<file path="config.mk">
export PLATFORM = sky130hd
export DESIGN_NAME = sm4_key_expand
export DESIGN_NICKNAME = d
export VERILOG_FILES = /design/src/rtl/sm4_pkg.sv /design/src/rtl/sm4_key_round.sv /design/src/rtl/sm4_key_expand.sv
export SDC_FILE = /design/constraint.sdc
export NUM_CORES = 2
export LEC_CHECK = 0
export BUFFER_PORTS_ARGS = -buffer_cell sky130_fd_sc_hd__buf_2
export CORE_AREA = 2 2 446 448
export DETAILED_ROUTE_END_ITERATION = 10
export DIE_AREA = 0 0 448 450
export PLACE_DENSITY = 0.54
export RECOVER_POWER = 25
export REMOVE_ABC_BUFFERS = 1
export SYNTH_ARGS = -nofsm -noshare
export SYNTH_HDL_FRONTEND = slang
export SYNTH_SLANG_ARGS = --single-unit
</file>
<file path="constraint.sdc">
create_clock -name clk -period 7.45 [get_ports clk]
set_input_delay 1.8625 -clock clk [delete_from_list [all_inputs] [get_ports clk]]
set_output_delay 1.8625 -clock clk [all_outputs]
set_load 0.1 [all_outputs]
</file>
<file path="src/rtl/sm4_pkg.sv">
// Shared SM4 key-schedule constants: S-box, FK words, CK generator and
// the key-expansion state encoding.
package sm4_pkg;

    typedef enum logic [1:0] {
        ST_IDLE   = 2'd0,
        ST_EXPAND = 2'd1,
        ST_DONE   = 2'd2
    } kx_state_t;

    localparam logic [127:0] FK = {32'hA3B1BAC6, 32'h56AA3350, 32'h677D9197, 32'hB27022DC};

    localparam logic [7:0] SBOX [256] = '{
        8'hd6, 8'h90, 8'he9, 8'hfe, 8'hcc, 8'he1, 8'h3d, 8'hb7, 8'h16, 8'hb6, 8'h14, 8'hc2, 8'h28, 8'hfb, 8'h2c, 8'h05,
        8'h2b, 8'h67, 8'h9a, 8'h76, 8'h2a, 8'hbe, 8'h04, 8'hc3, 8'haa, 8'h44, 8'h13, 8'h26, 8'h49, 8'h86, 8'h06, 8'h99,
        8'h9c, 8'h42, 8'h50, 8'hf4, 8'h91, 8'hef, 8'h98, 8'h7a, 8'h33, 8'h54, 8'h0b, 8'h43, 8'hed, 8'hcf, 8'hac, 8'h62,
        8'he4, 8'hb3, 8'h1c, 8'ha9, 8'hc9, 8'h08, 8'he8, 8'h95, 8'h80, 8'hdf, 8'h94, 8'hfa, 8'h75, 8'h8f, 8'h3f, 8'ha6,
        8'h47, 8'h07, 8'ha7, 8'hfc, 8'hf3, 8'h73, 8'h17, 8'hba, 8'h83, 8'h59, 8'h3c, 8'h19, 8'he6, 8'h85, 8'h4f, 8'ha8,
        8'h68, 8'h6b, 8'h81, 8'hb2, 8'h71, 8'h64, 8'hda, 8'h8b, 8'hf8, 8'heb, 8'h0f, 8'h4b, 8'h70, 8'h56, 8'h9d, 8'h35,
        8'h1e, 8'h24, 8'h0e, 8'h5e, 8'h63, 8'h58, 8'hd1, 8'ha2, 8'h25, 8'h22, 8'h7c, 8'h3b, 8'h01, 8'h21, 8'h78, 8'h87,
        8'hd4, 8'h00, 8'h46, 8'h57, 8'h9f, 8'hd3, 8'h27, 8'h52, 8'h4c, 8'h36, 8'h02, 8'he7, 8'ha0, 8'hc4, 8'hc8, 8'h9e,
        8'hea, 8'hbf, 8'h8a, 8'hd2, 8'h40, 8'hc7, 8'h38, 8'hb5, 8'ha3, 8'hf7, 8'hf2, 8'hce, 8'hf9, 8'h61, 8'h15, 8'ha1,
        8'he0, 8'hae, 8'h5d, 8'ha4, 8'h9b, 8'h34, 8'h1a, 8'h55, 8'had, 8'h93, 8'h32, 8'h30, 8'hf5, 8'h8c, 8'hb1, 8'he3,
        8'h1d, 8'hf6, 8'he2, 8'h2e, 8'h82, 8'h66, 8'hca, 8'h60, 8'hc0, 8'h29, 8'h23, 8'hab, 8'h0d, 8'h53, 8'h4e, 8'h6f,
        8'hd5, 8'hdb, 8'h37, 8'h45, 8'hde, 8'hfd, 8'h8e, 8'h2f, 8'h03, 8'hff, 8'h6a, 8'h72, 8'h6d, 8'h6c, 8'h5b, 8'h51,
        8'h8d, 8'h1b, 8'haf, 8'h92, 8'hbb, 8'hdd, 8'hbc, 8'h7f, 8'h11, 8'hd9, 8'h5c, 8'h41, 8'h1f, 8'h10, 8'h5a, 8'hd8,
        8'h0a, 8'hc1, 8'h31, 8'h88, 8'ha5, 8'hcd, 8'h7b, 8'hbd, 8'h2d, 8'h74, 8'hd0, 8'h12, 8'hb8, 8'he5, 8'hb4, 8'hb0,
        8'h89, 8'h69, 8'h97, 8'h4a, 8'h0c, 8'h96, 8'h77, 8'h7e, 8'h65, 8'hb9, 8'hf1, 8'h09, 8'hc5, 8'h6e, 8'hc6, 8'h84,
        8'h18, 8'hf0, 8'h7d, 8'hec, 8'h3a, 8'hdc, 8'h4d, 8'h20, 8'h79, 8'hee, 8'h5f, 8'h3e, 8'hd7, 8'hcb, 8'h39, 8'h48
    };

    // CK_i byte j (byte 0 is the most significant) = (4i+j)*7 mod 256.
    function automatic logic [31:0] ck_gen(input logic [4:0] i);
        logic [31:0] ck;
        ck = '0;
        for (int j = 0; j < 4; j++) begin
            ck[31-8*j -: 8] = 8'(((4 * int'(i) + j) * 7) % 256);
        end
        return ck;
    endfunction

endpackage

</file>
<file path="src/rtl/sm4_key_round.sv">
// One SM4 key-schedule round: rk = K0 ^ T'(K1 ^ K2 ^ K3 ^ CK), purely combinational.
module sm4_key_round
    import sm4_pkg::*;
(
    input  logic [127:0] i_k,
    input  logic [31:0]  i_ck,
    output logic [31:0]  o_rk
);

    logic [31:0] w_x;
    logic [31:0] w_b;

    assign w_x = i_k[95:64] ^ i_k[63:32] ^ i_k[31:0] ^ i_ck;

    genvar gi;
    generate
        for (gi = 0; gi < 4; gi++) begin : g_sbox
            assign w_b[8*gi +: 8] = SBOX[w_x[8*gi +: 8]];
        end
    endgenerate

    // L'(B) = B ^ (B <<< 13) ^ (B <<< 23)
    assign o_rk = i_k[127:96] ^ w_b ^ {w_b[18:0], w_b[31:19]} ^ {w_b[8:0], w_b[31:9]};

endmodule

</file>
<file path="src/rtl/sm4_key_expand.sv">
// SM4 round-key expansion, ROUNDS_PER_CYCLE rounds per enabled clock.
// Define SM4_KEY_ZEROIZE_EN to wipe K and all round keys on an abort.
module sm4_key_expand
    import sm4_pkg::*;
#(
    parameter int ROUNDS_PER_CYCLE = 1
) (
    input  logic         clk,
    input  logic         reset_n,
    input  logic         sm4_enable_in,
    input  logic         key_exp_enable_in,
    input  logic         key_load_in,
    input  logic         decrypt_in,
    input  logic [127:0] key_in,
    output logic [31:0]  rk_00_out, output logic [31:0] rk_01_out,
    output logic [31:0]  rk_02_out, output logic [31:0] rk_03_out,
    output logic [31:0]  rk_04_out, output logic [31:0] rk_05_out,
    output logic [31:0]  rk_06_out, output logic [31:0] rk_07_out,
    output logic [31:0]  rk_08_out, output logic [31:0] rk_09_out,
    output logic [31:0]  rk_10_out, output logic [31:0] rk_11_out,
    output logic [31:0]  rk_12_out, output logic [31:0] rk_13_out,
    output logic [31:0]  rk_14_out, output logic [31:0] rk_15_out,
    output logic [31:0]  rk_16_out, output logic [31:0] rk_17_out,
    output logic [31:0]  rk_18_out, output logic [31:0] rk_19_out,
    output logic [31:0]  rk_20_out, output logic [31:0] rk_21_out,
    output logic [31:0]  rk_22_out, output logic [31:0] rk_23_out,
    output logic [31:0]  rk_24_out, output logic [31:0] rk_25_out,
    output logic [31:0]  rk_26_out, output logic [31:0] rk_27_out,
    output logic [31:0]  rk_28_out, output logic [31:0] rk_29_out,
    output logic [31:0]  rk_30_out, output logic [31:0] rk_31_out,
    output logic         key_exp_ready_out
);

    kx_state_t    r_state;
    kx_state_t    r_state_next;
    logic [4:0]   r_round;
    logic [127:0] r_k;
    logic         r_decrypt;
    logic [31:0]  r_rk [32];

    logic         w_start;
    logic         w_expand;
    logic         w_abort;
    logic         w_last;
    logic [127:0] w_knext;
    logic [31:0]  w_rk_all   [ROUNDS_PER_CYCLE];
    logic [4:0]   w_slot_all [ROUNDS_PER_CYCLE];

    // Each stage consumes the previous stage's shifted K window.
    genvar gi;
    generate
        for (gi = 0; gi < ROUNDS_PER_CYCLE; gi++) begin : g_round
            logic [127:0] w_kin;
            logic [127:0] w_kout;
            logic [31:0]  w_rk;
            logic [31:0]  w_ck;
            logic [4:0]   w_idx;

            if (gi == 0) begin : g_first
                assign w_kin = r_k;
            end else begin : g_chain
                assign w_kin = g_round[gi-1].w_kout;
            end

            assign w_idx = r_round + 5'(gi);
            assign w_ck  = ck_gen(w_idx);

            sm4_key_round u_round (
                .i_k  (w_kin),
                .i_ck (w_ck),
                .o_rk (w_rk)
            );

            assign w_kout         = {w_kin[95:0], w_rk};
            assign w_rk_all[gi]   = w_rk;
            assign w_slot_all[gi] = r_decrypt ? ~w_idx : w_idx;
        end
    endgenerate

    assign w_knext = g_round[ROUNDS_PER_CYCLE-1].w_kout;
    assign w_last  = (r_round == 5'(32 - ROUNDS_PER_CYCLE));

    always_ff @(posedge clk or negedge reset_n) begin
        if (!reset_n) begin
            r_state <= ST_IDLE;
        end else begin
            r_state <= r_state_next;
        end
    end

    always_comb begin
        r_state_next = r_state;
        w_start      = 1'b0;
        w_expand     = 1'b0;
        w_abort      = 1'b0;
        if (sm4_enable_in) begin
            case (r_state)
                ST_IDLE: begin
                    if (key_exp_enable_in && key_load_in) begin
                        w_start      = 1'b1;
                        r_state_next = ST_EXPAND;
                    end
                end
                ST_EXPAND: begin
                    if (!key_exp_enable_in) begin
                        w_abort      = 1'b1;
                        r_state_next = ST_IDLE;
                    end else begin
                        w_expand = 1'b1;
                        if (w_last) begin
                            r_state_next = ST_DONE;
                        end
                    end
                end
                ST_DONE: begin
                    if (!key_exp_enable_in) begin
                        w_abort      = 1'b1;
                        r_state_next = ST_IDLE;
                    end else if (key_load_in) begin
                        w_start      = 1'b1;
                        r_state_next = ST_EXPAND;
                    end
                end
                default: r_state_next = ST_IDLE;
            endcase
        end
    end

    always_ff @(posedge clk or negedge reset_n) begin
        if (!reset_n) begin
            r_round   <= '0;
            r_k       <= '0;
            r_decrypt <= 1'b0;
            for (int s = 0; s < 32; s++) begin
                r_rk[s] <= '0;
            end
        end else if (w_start) begin
            r_round   <= '0;
            r_k       <= key_in ^ FK;
            r_decrypt <= decrypt_in;
        end else if (w_expand) begin
            for (int g = 0; g < ROUNDS_PER_CYCLE; g++) begin
                r_rk[w_slot_all[g]] <= w_rk_all[g];
            end
            r_k     <= w_knext;
            r_round <= r_round + 5'(ROUNDS_PER_CYCLE);
        end else if (w_abort) begin
            r_round <= '0;
`ifdef SM4_KEY_ZEROIZE_EN
            r_k <= '0;
            for (int s = 0; s < 32; s++) begin
                r_rk[s] <= '0;
            end
`endif
        end
    end

    assign key_exp_ready_out = (r_state == ST_DONE);

    assign rk_00_out = r_rk[0];  assign rk_01_out = r_rk[1];
    assign rk_02_out = r_rk[2];  assign rk_03_out = r_rk[3];
    assign rk_04_out = r_rk[4];  assign rk_05_out = r_rk[5];
    assign rk_06_out = r_rk[6];  assign rk_07_out = r_rk[7];
    assign rk_08_out = r_rk[8];  assign rk_09_out = r_rk[9];
    assign rk_10_out = r_rk[10]; assign rk_11_out = r_rk[11];
    assign rk_12_out = r_rk[12]; assign rk_13_out = r_rk[13];
    assign rk_14_out = r_rk[14]; assign rk_15_out = r_rk[15];
    assign rk_16_out = r_rk[16]; assign rk_17_out = r_rk[17];
    assign rk_18_out = r_rk[18]; assign rk_19_out = r_rk[19];
    assign rk_20_out = r_rk[20]; assign rk_21_out = r_rk[21];
    assign rk_22_out = r_rk[22]; assign rk_23_out = r_rk[23];
    assign rk_24_out = r_rk[24]; assign rk_25_out = r_rk[25];
    assign rk_26_out = r_rk[26]; assign rk_27_out = r_rk[27];
    assign rk_28_out = r_rk[28]; assign rk_29_out = r_rk[29];
    assign rk_30_out = r_rk[30]; assign rk_31_out = r_rk[31];

endmodule

</file>
# ---- After elaboration in Yosys (flattened, before gate mapping)
# Memory sizes are Yosys's and may differ from the RTL's.
# Index checks and enable logic that the tools add are counted.
dict set report classes {
  n_lt_le_gt_ge 6
  n_eq_ne 6
  muxes 34
  reduce_logical 8
  n_mul 4
  n_bitwise 14
  add_sub_neg 4
}
# operator n
set op_table {}
lappend op_table {{$bwmux W1024} 1}
lappend op_table {{$mux W128} 2}
lappend op_table {{$xor A32 B32 Y32} 6}
lappend op_table {{$demux W32 S5} 1}
lappend op_table {{$mux W8} 8}
lappend op_table {{$not A64 Y64} 1}
lappend op_table {{$ge A9 B9 Y1 const B} 4}
lappend op_table {{$not A8 Y9} 4}
lappend op_table {{$mux W32} 1}
lappend op_table {{$mul A8 B3 Y8 const B} 3}
lappend op_table {{$mux W5} 4}
lappend op_table {{$add A7 B2 Y8 const B} 2}
lappend op_table {{$mux W1} 10}
lappend op_table {{$mux W2} 5}
lappend op_table {{$add A7 B1 Y8 const B} 1}
lappend op_table {{$ge A6 B6 Y1 const B} 1}
lappend op_table {{$lt A6 B1 Y1 const B} 1}
lappend op_table {{$mul A5 B3 Y6 const B} 1}
lappend op_table {{$ne A3 B3 Y1 const B} 2}
lappend op_table {{$not A5 Y6} 1}
lappend op_table {{$pmux W2 S3} 1}
lappend op_table {{$add A5 B1 Y5 const B} 1}
lappend op_table {{$eq A5 B5 Y1 const B} 1}
lappend op_table {{$not A5 Y5} 1}
lappend op_table {{12 further kinds} 13}
dict set report word_totals {
  register_bits 1160
  mem_bits_ro 8192
  out_inout_bits 1025
  input_bits 134
  n_memories 4
  wordCells 116
}
# memory words word_bits rd rd_clocked_by_memory_dff write_ports line
set memory_table {}
lappend memory_table {{(name not given)} 256 8 1 0 0 sm4_key_round.sv:18} ;# assign w_b[8*gi +: 8] = SBOX[w_x[8*gi +: 8]];
lappend memory_table {{(name not given)} 256 8 1 0 0 sm4_key_round.sv:18}
lappend memory_table {{(name not given)} 256 8 1 0 0 sm4_key_round.sv:18}
lappend memory_table {{(name not given)} 256 8 1 0 0 sm4_key_round.sv:18}

# ---- Logic depth before layout (Yosys ltp)
dict set report logic_depth {
  ltp_word 12
  mapped_depth 21
  depth_no_buf 15
}

# ---- By module
# A second synthesis with hierarchy kept.
dict set report unflattened {
  cells_unflattened 5153
  hier_area_um2 59198.0
}
# module n_inst seq_area_each_um2 area_each_um2 cells_each
set modules_own_cells {}
lappend modules_own_cells {sm4_key_expand 1 29027.8 44615.3 2844}
lappend modules_own_cells {sm4_key_round 1 0.0 14582.7 2309}

# ---- Least setup slack after synthesis
# OpenSTA, ideal clock, no wires.
dict set report synth_timing {
  path_type {reg2reg}
  from {register r_round[1]}
  to {register r_rk, in the netlist rk_00_out[10]}
  t_arrival_ps 4669
  setup_slack_ps 2648
  stages_incl_launch_ff 19
  required_time_ps 7317
  cell_sequence {dfrtp_1 -> fa_1 -> ha_1 -> inv_1 -> fa_1 -> xnor2_1 -> xnor2_1 -> clkbuf_1 -> clkbuf_1 -> o21ai_0 -> a22oi_1 -> o221ai_1 -> a211oi_1 -> o32ai_2 -> xor2_1 -> xor2_1 -> xnor2_1 -> clkbuf_1 -> o21ai_0}
}
dict set report synth_between {
  elab_chain_cells 11
}
# element line
set synth_rtl {}
lappend synth_rtl {{from (decl)} sm4_key_expand.sv:36} ;# logic [4:0] r_round;
lappend synth_rtl {{from (signal assigned)} sm4_key_expand.sv:146} ;# r_round <= r_round + 5'(ROUNDS_PER_CYCLE);
lappend synth_rtl {{$add A7 B2 Y8} sm4_pkg.sv:37} ;# ck[31-8*j -: 8] = 8'(((4 * int'(i) + j) * 7) % 256);
lappend synth_rtl {{$mul A8 B3 Y8} sm4_pkg.sv:37}
lappend synth_rtl {{$xor A32 B32 Y32} sm4_key_round.sv:13} ;# assign w_x = i_k[95:64] ^ i_k[63:32] ^ i_k[31:0] ^ i_ck;
lappend synth_rtl {{$not A8 Y9 (not written as such)} sm4_key_round.sv:18}
lappend synth_rtl {{$mem_v2 Z256 W8} -}
lappend synth_rtl {{$mux W8 (not written as such) (2 in series)} sm4_key_round.sv:18}
lappend synth_rtl {{$xor A32 B32 Y32 (3 in series)} sm4_key_round.sv:23} ;# assign o_rk = i_k[127:96] ^ w_b ^ {w_b[18:0], w_b[31:19]} ^ {w_b[8:0], w_b[31:9]};
lappend synth_rtl {{$bwmux W1024 *} sm4_key_expand.sv:143} ;# r_rk[w_slot_all[g]] <= w_rk_all[g];
lappend synth_rtl {{to (signal, indexed assignment)} sm4_key_expand.sv:143}
lappend synth_rtl {{to (decl)} sm4_key_expand.sv:39} ;# logic [31:0] r_rk [32];
# Every way passes the cells marked *; elsewhere a longest branch is shown, timed or not. The select of a mux whose other input is x is not followed.
# A chain may end at the register's enable or synchronous reset.

# ---- Worst setup path in the final report
dict set report layout_timing {
  from {register r_round[1]}
  to {register r_k[18], in the netlist g_round[0].w_kin[18]}
}
dict set report layout_between {
  elab_chain_cells 12
}
# element line
set layout_rtl {}
lappend layout_rtl {{$add A7 B1 Y8} sm4_pkg.sv:37}
lappend layout_rtl {{$mul A8 B3 Y8} sm4_pkg.sv:37}
lappend layout_rtl {{$xor A32 B32 Y32 *} sm4_key_round.sv:13}
lappend layout_rtl {{$not A8 Y9 (not written as such)} sm4_key_round.sv:18}
lappend layout_rtl {{$mem_v2 Z256 W8} -}
lappend layout_rtl {{$mux W8 (not written as such) (2 in series)} sm4_key_round.sv:18}
lappend layout_rtl {{$xor A32 B32 Y32 (2 in series)} sm4_key_round.sv:23}
lappend layout_rtl {{$xor A32 B32 Y32 *} sm4_key_round.sv:23}
lappend layout_rtl {{$mux W128 *} sm4_key_expand.sv:141} ;# end else if (w_expand) begin
lappend layout_rtl {{$mux W128 *} sm4_key_expand.sv:137} ;# end else if (w_start) begin
lappend layout_rtl {{to (signal assigned)} sm4_key_expand.sv:139} ;# r_k <= key_in ^ FK;
lappend layout_rtl {{to (signal assigned)} sm4_key_expand.sv:145} ;# r_k <= w_knext;
lappend layout_rtl {{to (decl)} sm4_key_expand.sv:37} ;# logic [127:0] r_k;
# Marked as above.

==> flow_summary.toml <==
[status]
outcome = "finished with violations"
failed_checks = "capacitance limit, slew limit"

[sta]
fmax_mhz = 152
relSlewSlack = -2.18
final_min_period_over_clock_period = 0.884
timing.final.hold_violations = 0
finalCriticalPeriod_ns = 6.58
slew_viol_final = 360
timing.setup.tns_ns = 0
setup-violations-final = 0
tightestPinTransition_ns = 4.77
fin_worst_skew_ns = 0.0530
final_critical_path_setup_slack_ns = 0.867
rsz0062_at_grt = "no"

[worst_setup_path]
worst_path_max_delay_cell = "sky130_fd_sc_hd__xnor3_4"
worstPathCellList = "fa_1 -> ha_1 -> inv_1 -> fa_1 -> xnor2_1 -> xor2_4 -> nand2_1 -> o22ai_1 -> a211oi_1 -> a2111oi_0 -> buf_4 -> a21oi_1 -> xor2_1 -> xnor3_4 -> a21oi_1 -> a21o_1"
timing.critical_path.to_type = "register"
critical_path_arrival_ns = 7.25
reg2reg_from = "r_round[1]"
critical_path.max_fanout = 33
worst_setup_path_start_kind = "register"
critPathCapture = "g_round[0].w_kin[18]"
cp.required_ns = 8.11
timing.reg2reg.worst_path_depth = 16
criticalPathCategory = "register to register"
rrSetupSlack_ns = 0.87
rr_endpoint = "g_round[0].w_kin[18]"
crit_start = "r_round[1]"
critical_path.max_stage_delay_ns = 0.87

[floorplanning]
floorplan.io_pins = 1159
initial_core_util = 0.297
coreArea_um2 = 197000
floorplan.die.height_um = 450
dieArea_um2 = 202000
die_w_um = 448
core.rowCount = 163

[clock_network]
cts_tree = "yes"
clock_pin_slew_worst_setup_and_hold_paths_ns = 0.06
cts_inserted_buffers = 133
post-cts-setup-buffers = 0
ctsResizeCount = 0
hold_buffers = 0
cts_max_path_buffers = 3
cts_max_level = 4
clock_latency_ns = 0.83
cts.sinks = 1160
clockRootBuffer = "sky130_fd_sc_hd__clkbuf_16"

[global_route]
via_count_of_the_first_global_routing_pass = 54174
initial_antenna_violation_count = 28
grt_first_pass_wirelength_um = 424000
grt_util_all_layers = 0.292
grt_overflow = 0
grt_max_degree = 167

[routing]
drt-total-wl_um = 303000
initialDrtViolationCount = 7068
drc = 0
detailedRoute.firstPassIterationCount = 7
avgViaCountPerCell = 5.62
wl_per_cell_um = 30.1
postRouteAntennaNets = 0
vias = 56703

[synthesis]
ys.flop_type = "sky130_fd_sc_hd__dfrtp_1"
post_synthesis_cells = 6412
synth-seq-area-share = 0.498
post_synthesis_share_of_cell_area_spent_on_xor_and_xnor_gates = 0.0394
synth_area_in_adders = 0.0123
post_synth_mux_area_share = 0.0397
synthDistinctLibCells = 100
synth_simple_gate_area_frac = 0.149
synthesis.yosys.warnings = 0
synth_compound_gate_area_share = 0.213
post_synth_instance_area_um2 = 58300
postSynth.asyncResetShare = 1.00
synthesis.area_per_instance_um2 = 9.09
synth_top_family_by_area = "compound AO/OA/AOI/OAI gates"
synth-edff-count = 0
yosys_register_bits = 1160

[final_layout]
largest_register_ffs = 128
flow.area_growth_from_synthesis_pct = 23.6
final_nets = 7519
mostFrequentLayoutCell = "sky130_fd_sc_hd__nand2_1"
drive_gt1_frac = 0.262
nFillCells = 20424
mostFrequentLayoutCells = "1,373 x sky130_fd_sc_hd__nand2_1, 1,160 x sky130_fd_sc_hd__dfrtp_1, 1,156 x sky130_fd_sc_hd__buf_2, 876 x sky130_fd_sc_hd__o21ai_0, 308 x sky130_fd_sc_hd__a21oi_1"
final_area_um2 = 72100

[job]
max_cap_violations = 5

[placed_design]
place_worst_setup_slack_ns = 1.11
port-buffer-count = 1158
detailedPlacementHpwl_um = 210000
placement_cell_area_um2 = 67800
finalWeightedCongestion = 1.02

[worst_hold_path]
hp-class = "register to register"
metrics by stage:
step | utilization | instances | hold WS (ns)
final | 0.366 | 10082 | 0.461
after global routing | 0.366 | 10074 | 0.485
after CTS | 0.367 | 10070 | 0.463
after detailed placement | 0.345 | 9839 | 0.450
after global placement | 0.345 | 9839 | 0.452
after floorplan | - | 5781 | 0.494
logic make-up after synthesis:
kind of cell / after synthesis
buffers and inverters: 660
AND/OR/NAND/NOR: 2103
multiplexers: 208
adder cells (fa/ha/maj): 53
XOR/XNOR: 199
flip-flops: 1160
AO/OA/AOI/OAI: 2029
final cells by class:
cell class	instances	area, um2	area share
diodes	12	30.0	0.000417
clock buffers	193	3820	0.0530
clock inverters	38	492	0.00682
inverters	29	109	0.00151
multi-input cells	4592	27200	0.378
flip-flops and latches	1160	29000	0.403
well taps	2640	3300	0.0458
repair buffers	1418	8070	0.112
Yosys cell counts, types with 12 or more instances:
cell type / number / area share
sky130_fd_sc_hd__nand2_1: 1405 / 0.090
sky130_fd_sc_hd__a211o_1: 15 / 0.0023
sky130_fd_sc_hd__nor4_1: 20 / 0.0021
sky130_fd_sc_hd__xnor2_1: 109 / 0.016
sky130_fd_sc_hd__nand3_1: 111 / 0.0095
sky130_fd_sc_hd__mux2i_1: 20 / 0.0034
sky130_fd_sc_hd__o21ai_0: 876 / 0.075
sky130_fd_sc_hd__dfrtp_1: 1160 / 0.50
sky130_fd_sc_hd__o2111ai_1: 20 / 0.0030
sky130_fd_sc_hd__o211ai_1: 66 / 0.0085
sky130_fd_sc_hd__buf_1: 18 / 0.0012
sky130_fd_sc_hd__a2111oi_0: 19 / 0.0029
sky130_fd_sc_hd__xnor3_1: 23 / 0.0089
sky130_fd_sc_hd__nor2_1: 283 / 0.018
sky130_fd_sc_hd__buf_2: 133 / 0.011
sky130_fd_sc_hd__or3_1: 18 / 0.0019
sky130_fd_sc_hd__nor2b_1: 26 / 0.0028
sky130_fd_sc_hd__a21o_1: 20 / 0.0026
sky130_fd_sc_hd__o31ai_1: 17 / 0.0022
sky130_fd_sc_hd__mux2_2: 188 / 0.036
sky130_fd_sc_hd__nand4_1: 27 / 0.0029
sky130_fd_sc_hd__ha_1: 43 / 0.0092
sky130_fd_sc_hd__xor2_1: 45 / 0.0068
sky130_fd_sc_hd__a311oi_1: 38 / 0.0057
sky130_fd_sc_hd__clkbuf_1: 430 / 0.028
sky130_fd_sc_hd__a221o_1: 36 / 0.0062
sky130_fd_sc_hd__buf_4: 32 / 0.0041
sky130_fd_sc_hd__o22ai_1: 50 / 0.0054
sky130_fd_sc_hd__and3_1: 66 / 0.0071
sky130_fd_sc_hd__a22oi_1: 21 / 0.0027
sky130_fd_sc_hd__a211oi_1: 52 / 0.0067
sky130_fd_sc_hd__nor3_1: 101 / 0.0087
sky130_fd_sc_hd__o311ai_0: 22 / 0.0033
sky130_fd_sc_hd__a31oi_1: 133 / 0.014
sky130_fd_sc_hd__o221ai_1: 39 / 0.0059
sky130_fd_sc_hd__a21oi_1: 309 / 0.027
sky130_fd_sc_hd__and2_1: 12 / 0.0013
sky130_fd_sc_hd__o32ai_1: 14 / 0.0021
sky130_fd_sc_hd__o21ai_1: 121 / 0.010
sky130_fd_sc_hd__a221oi_1: 34 / 0.0051
sky130_fd_sc_hd__inv_1: 24 / 0.0015
sky130_fd_sc_hd__a32oi_1: 14 / 0.0021
critical path: cells and delay by family (launching register included):
family          cells  cell delay [ns]
compound gates      6             1.38
xor+xnor            4             2.50
simple gates        1             0.25
fa+ha+maj           3             1.46
buf+inv             2             0.27
flops               1             0.56
worst min path at each step:
stage | startpoint | to | slack [ns] | cells after the start
2_1_floorplan | g_round[0].w_kin[3] | g_round[0].w_kin[3] | 0.49 | 2
3_3_place_gp | rk_26_out[12] | rk_26_out[12] | 0.45 | 2
3_5_place_dp | rk_12_out[27] | rk_12_out[27] | 0.45 | 2
4_1_cts | rk_12_out[27] | rk_12_out[27] | 0.46 | 2
5_1_grt | rk_28_out[1] | rk_28_out[1] | 0.48 | 2
6_report | rk_12_out[27] | rk_12_out[27] | 0.46 | 2
routing by layer:
| metal | wire (um) | global-route usage | part of all wire | vias to the layer above |
|---|---|---|---|---|
| met5 | 13 | 0 | 0.000043 | - |
| met4 | 18400 | 0.152 | 0.061 | 2 |
| met3 | 27400 | 0.0716 | 0.090 | 720 |
| met2 | 141000 | 0.468 | 0.47 | 3134 |
| met1 | 116000 | 0.362 | 0.38 | 28344 |
| li1 | - | - | - | 24503 |
Power is not shown: default switching activity piles up to over one toggle a cycle in this logic, so the estimate is an artifact.
